[src/rtl/cpu_pkg.sv]
// rtl/cpu_pkg.sv - shared widths and result-select encoding for the writeback stage
package cpu_pkg;

  localparam int XLEN  = 32;
  localparam int AW    = 5;
  localparam int NREGS = 32;

  typedef enum logic [1:0] {
    RES_ALU  = 2'b00,
    RES_MEM  = 2'b01,
    RES_PC4  = 2'b10,
    RES_RSVD = 2'b11
  } result_src_e;

endpackage

[src/rtl/wb_result_mux.sv]
// rtl/wb_result_mux.sv - combinational 4:1 writeback result select
module wb_result_mux
  import cpu_pkg::*;
#(
  parameter int W = XLEN
) (
  input  logic [1:0]   sel,
  input  logic [W-1:0] alu_result,
  input  logic [W-1:0] read_data,
  input  logic [W-1:0] pc_plus4,
  output logic [W-1:0] result
);

  always_comb begin
    result = '0;
    case (sel)
      RES_ALU:  result = alu_result;
      RES_MEM:  result = read_data;
      RES_PC4:  result = pc_plus4;
      RES_RSVD: result = '0;
      default:  result = '0;
    endcase
  end

endmodule

[src/rtl/wb_regfile.sv]
// rtl/wb_regfile.sv - writeback result select, 32x32 register file with bypass; WB_RETIRE_CNT_EN adds a retire counter
module wb_regfile #(
  parameter int XLEN  = cpu_pkg::XLEN,
  parameter int NREGS = cpu_pkg::NREGS,
  parameter int AW    = cpu_pkg::AW
) (
  input  logic            clk,
  input  logic            rst,
  input  logic [XLEN-1:0] read_data_w,
  input  logic [XLEN-1:0] alu_result_w,
  input  logic [1:0]      result_src_w,
  input  logic            reg_write_w,
  input  logic [AW-1:0]   rd_w,
  input  logic [XLEN-1:0] pc_plus4_w,
  input  logic [AW-1:0]   rs1_d,
  input  logic [AW-1:0]   rs2_d,
  output logic [XLEN-1:0] rd1_d,
  output logic [XLEN-1:0] rd2_d,
  output logic [XLEN-1:0] result_w,
  output logic            fwd_valid_w,
  output logic [63:0]     retire_cnt
);

  logic [XLEN-1:0] regs [NREGS];

  wb_result_mux #(.W(XLEN)) u_result_mux (
    .sel        (result_src_w),
    .alu_result (alu_result_w),
    .read_data  (read_data_w),
    .pc_plus4   (pc_plus4_w),
    .result     (result_w)
  );

  assign fwd_valid_w = reg_write_w && (rd_w != '0);

  // regs[0] is never written because fwd_valid_w excludes rd_w == 0
  always_ff @(posedge clk or posedge rst) begin
    if (rst) begin
      for (int i = 0; i < NREGS; i++) begin
        regs[i] <= '0;
      end
    end else if (fwd_valid_w) begin
      regs[rd_w] <= result_w;
    end
  end

  assign rd1_d = (rs1_d == '0)                   ? '0       :
                 (fwd_valid_w && rs1_d == rd_w)  ? result_w : regs[rs1_d];
  assign rd2_d = (rs2_d == '0)                   ? '0       :
                 (fwd_valid_w && rs2_d == rd_w)  ? result_w : regs[rs2_d];

`ifdef WB_RETIRE_CNT_EN
  logic [63:0] retire_q;

  always_ff @(posedge clk or posedge rst) begin
    if (rst) begin
      retire_q <= '0;
    end else if (fwd_valid_w) begin
      retire_q <= retire_q + 64'd1;
    end
  end

  assign retire_cnt = retire_q;
`else
  assign retire_cnt = '0;
`endif

endmodule
[config.mk]
export PLATFORM = sky130hd
export DESIGN_NAME = wb_regfile
export DESIGN_NICKNAME = d
export VERILOG_FILES = /design/src/rtl/cpu_pkg.sv /design/src/rtl/wb_result_mux.sv /design/src/rtl/wb_regfile.sv
export SDC_FILE = /design/constraint.sdc
export NUM_CORES = 2
export LEC_CHECK = 0
export ABC_AREA = 1
export BUFFER_PORTS_ARGS = -buffer_cell sky130_fd_sc_hd__buf_2
export CAP_MARGIN = 5
export CORE_MARGIN = 2
export CORE_UTILIZATION = 52
export CTS_CLUSTER_SIZE = 24
export DETAILED_ROUTE_END_ITERATION = 10
export PLACE_DENSITY = 0.65
export SLEW_MARGIN = 20
export SYNTH_ARGS = -nofsm -noshare
export SYNTH_HDL_FRONTEND = slang
export SYNTH_SLANG_ARGS = --single-unit
[constraint.sdc]
create_clock -name clk -period 75.1 [get_ports clk]
set_input_delay 3.755 -clock clk [delete_from_list [all_inputs] [get_ports clk]]
set_output_delay 3.755 -clock clk [all_outputs]
set_load 0.02 [all_outputs]
# [Word-level counts from Yosys, hierarchy flattened]
# Index checks and enable logic that the tools add are counted.
[op_classes] n_lt_le_gt_ge=4 bitwise_logic=3 muxes=14 reduce_logical=8 eq_ne=5
[op_table] op="1024-bit bitwise mux" n=1
[op_table] op="32-bit binary-select mux with 5-bit select" n=2
[op_table] op="32-bit two-way mux" n=9
[op_table] op="32-bit demux with 5-bit select" n=1
[op_table] op="32-bit case mux with 4 select lines" n=1
[op_table] op="6-bit >= comparator (second input constant)" n=3
[op_table] op="5-bit NOT with 6-bit output" n=3
[op_table] op="5-bit equality test" n=2
[op_table] op="5-bit zero test" n=2
[op_table] op="6-bit by 1-bit < comparator with 1-bit output (second input constant)" n=1
[op_table] op="5-bit nonzero test" n=1
[op_table] op="2-bit equality test (second input constant)" n=2
[op_table] op="1-bit logical AND" n=4
[op_table] op="2-bit by 1-bit equality test with 1-bit output (second input constant)" n=1
[op_table] op="2-bit zero test" n=1
[totals] register_bits=1024 inputBits=116

# [Longest topological paths before layout]
[logic_depth] depth_word=6 depth_mapped=13 mapped_depth_nobuf=11

# [By module]
# Synthesis repeated with hierarchy kept, for this count alone.
[unflattened] hier_cells=8757 area_unflattened_um2=59962.5
[by_module_without_submodules] mod="wb_regfile" area_each_um2=59184.3 n_inst=1 seq_area_each_um2=25624.6 cells_each=8609
[by_module_without_submodules] mod="wb_result_mux" area_each_um2=778.2 n_inst=1 seq_area_each_um2=0.0 cells_each=148

# [Least setup slack after synthesis]
# OpenSTA, ideal clock, no wires.
[synth_timing] kind="input -> output" start="in result_src_w[1]" end="out rd1_d[23]" path_buffers=2 arrival_time_ns=5.299 setup_slack_ns=66.046 cell_stages=10 cell_sequence="inv_1 > buf_2 > nand2_2 > inv_1 > nand2_1 > and3_1 > buf_2 > inv_1 > o21ai_0 > a21oi_1"
[synth_between] elab_chain_cells=4 word_cells_on_any_way=7 classes_between="3 x eq/ne; 3 x mux; 1 x reduce/logical"
[synth_rtl] item="start: declaration" line="wb_regfile.sv:11" rtl="input logic [1:0] result_src_w,"
[synth_rtl] item="2-bit equality test, or another cell as far along" line="wb_result_mux.sv:16" rtl="case (sel)"
[synth_rtl] item="32-bit case mux with 4 select lines *" line="wb_result_mux.sv:16"
[synth_rtl] item="named net result_w[23]" line="wb_regfile.sv:19" rtl="output logic [XLEN-1:0] result_w,"
[synth_rtl] item="32-bit two-way mux *" line="wb_regfile.sv:48" rtl="(fwd_valid_w && rs1_d == rd_w) ? result_w : regs[rs1_d];"
[synth_rtl] item="32-bit two-way mux *" line="wb_regfile.sv:47" rtl="assign rd1_d = (rs1_d == '0) ? '0 :"
[synth_rtl] item="end: declaration" line="wb_regfile.sv:17" rtl="output logic [XLEN-1:0] rd1_d,"
# The timed path passes the listed nets; every way through them passes the cells marked *.

# [Worst setup path after layout]
[layout_timing] start="in rs2_d[0]" end="out rd2_d[19]"
[layout_between] elab_chain_cells=6 word_cells_on_any_way=9 classes_between="1 x eq/ne; 5 x mux; 1 x bitwise; 2 x reduce/logical"
[layout_rtl] item="start: declaration" line="wb_regfile.sv:16" rtl="input logic [AW-1:0] rs2_d,"
[layout_rtl] item="5-bit NOT with 6-bit output (not written as such)" line="wb_regfile.sv:50" rtl="(fwd_valid_w && rs2_d == rd_w) ? result_w : regs[rs2_d];"
[layout_rtl] item="32-bit binary-select mux with 5-bit select" line="wb_regfile.sv:50"
[layout_rtl] item="32-bit two-way mux (not written as such) (2 in series)" line="wb_regfile.sv:50"
[layout_rtl] item="32-bit two-way mux" line="wb_regfile.sv:50"
[layout_rtl] item="32-bit two-way mux *" line="wb_regfile.sv:49" rtl="assign rd2_d = (rs2_d == '0) ? '0 :"
[layout_rtl] item="end: declaration" line="wb_regfile.sv:18" rtl="output logic [XLEN-1:0] rd2_d,"
# Every way passes the cells marked *; elsewhere a longest branch is shown, timed or not. The select of a mux whose other input is x is not followed.

==> qor.yml <==
yosys_warnings: 0
synth-edff-count: 0
arrival_ps: 7760
cp-startpoint: "rs2_d[0]"
nets: 8626
max-cap-violations: 0
htreeDepth: 3
power_density_nw_per_um2: 27.5
power_uw: 1780
leakage_uw: 0.0314
vias: 60936
worstHoldStart: "regs[999]"
dp.cells: 9906
ant_nets: 0
fin_area_um2: 64900
rows: 124
skew_ps: 0
boundaryPins: 277
core_area_um2: 115000
start_util_pct: 52.6
numPortBuffers: 212
fin_tns_setup_ps: 0
grt_busiest_layer: "met2"
clockRootBuffer: "clkbuf_16"
syn_to_final_growth_pct: 7.66
die-area_um2: 119000
synth_cells: 8800
gp_congestion: 0.910
grt_max_degree: 165
clock_path_buffers: 3
max_slew_margin_pct: 21.1
worst-setup-path-type: "in2out"
rsz0062_at_grt: "no"
worstPathMaxFanout: 75
start_kind: "primary input"
ctsHoldBuffers: 0
via_per_inst: 6.02
grt_pass1_wl_um: 361000
final_hold_viol_count: 0
post_cts_buffers: 0
hold_path_class: "reg2reg"
grt_use_met2_pct: 60.5
worst_pin_slew_ps: 1180
die_h_um: 345
synthFlopType: "dfrtp_1"
use_met3_pct: 11.1
clkSlewWorstSetupHoldPaths_ps: 60
seq_area_frac_synth_pct: 42.5
drt_iter0_drc: 8874
crit_required_ps: 71350
final_common_cell: "nand2_1"
seq_area_um2: 25600
multi_input_area_um2: 28300
synth_cell_type_count: 35
wl_per_cell_um: 24.2
drive_gt1_share_pct: 7.36
clock_latency_ps: 730
slew_violations: 0
dp_hpwl_um: 140000
grt_usage_pct: 40.9
regMostFlops: "regs"
fp.dieW_um: 345
first_pass_iters: 6
avgSynthCellArea_um2: 6.85
met1_usage_pct: 55.0
fin_cells: 10118
rr_startpoint: "regs[814]"
fin_crit_ps: 11510
layout_common_cells: "1,913 x nand2_1, 1,180 x nor2_1, 1,071 x a21oi_1"
synth_seq_cells: 1024
cts_tree: "done"
placed_cell_area_um2: 61100
layout_worst_path_cycle_share_pct: 15.3
ys_async_sr_fraction_pct: 100
irDropWorstVdd_mv: 0.0238
drt-total-wl_um: 245000
largest_reg_flops: 1024
status: "complete, no violations"
grt_pass1_vias: 56078
ctsResizeCount: 0
fmax_ghz: 0.0869
reg_top3: "regs: 1024 flops"
endpoint_kind: "output port"
route.detailed.drc: 0
gr-total-overflow: 0
setup_viol_count_final: 0
netlist_area_um2: 60300
clock_sinks: 1024
cts_inserted_buffers: 114
nFillCells: 11171
antenna_found_initial: 12
## path summary, 6_finish.rpt
path	slack, ps	end	cells after the start
max	63590	rd2_d[19]	13
min	380	regs[999]	0
max reg2reg	74330	regs[814]	2
min reg2reg	380	regs[999]	0
max in group asynchronous	67420	regs[550]	7
min in group asynchronous	3110	regs[26]	2
## power by group
part	leakage [µW]	switching, µW	internal [µW]	total [µW]
Sequential	0.0124	85.9	683	768
Clock	0.00188	241	334	576
Combinational	0.0171	291	149	440
## worst max-delay path, stage by stage
cell and delay (ps):
buf_8 300, buf_4 690, buf_4 730, buf_4 660
nand2_1 130, o21ai_0 110, nand2_1 70, nand3_1 100
nand3_1 80, nand3_1 110, nand2_1 70, a21oi_1 460
buf_2 270
## cells by family (layout without fill, tap and decap cells)
kind of cell    after synthesis  count (layout)  synth area share, %
other cells                   1              67              0.00622
simple gates               4196            4196                 28.9
xor+xnor                      8               8                0.116
buf+inv                    1635            1375                 11.4
flops                      1024            1024                 42.5
compound gates             1936            1936                 17.0
## layer usage
metal  wire (µm)  share of wire, %  vias to the layer above
met5          94             0.038                        -
met4       15200               6.2                       12
met3       32400                13                      819
met2      103000                42                     3907
met1       94300                39                    28554
li1            -                 -                    27644
## final cells by class
type | instances | area share [%]
multi-input combinational | 6204 | 43.5
antenna | 3 | 0.0116
sequential | 1024 | 39.5
inverter | 812 | 4.75
clock inverter | 25 | 0.374
timing repair buffer | 354 | 3.50
clock buffer | 184 | 5.47
tap | 1512 | 2.91
## cell usage after synthesis, types with 3 or more instances
master    instances  area [µm²]
a21oi_1        1072        5370
and3_1            7        43.8
buf_1            50         188
buf_2           359        1800
buf_4            78         586
clkbuf_1        332        1250
clkbuf_2          4        20.0
dfrtp_1        1024       25600
inv_1           797        2990
inv_2            13        48.8
nand2_1        1915        7190
nand2_2           3        18.8
nand3_1        1015        5080
nand3_2           3        30.0
nand4_1           3        18.8
nor2_1         1184        4440
nor2_2           22         138
nor2_4            9         101
nor3_1            9        45.0
nor3_2            6        60.1
nor3_4           12         195
o211ai_1        235        1760
o21ai_0         610        3050
o21ai_1          18        90.1
or2_2             4        25.0
xnor2_1           5        43.8
xor2_1            3        26.3
## metrics by stage
step | util [%] | setup slack, ps | hold WS, ps
after floorplan | - | 42530 | 429
after global placement | 53.3 | 63810 | 365
after detailed placement | 53.3 | 63810 | 367
after CTS | 56.6 | 63810 | 381
after global routing | 56.6 | 63410 | 384
final | 56.6 | 63590 | 377
(Power assumes the default switching activity.)
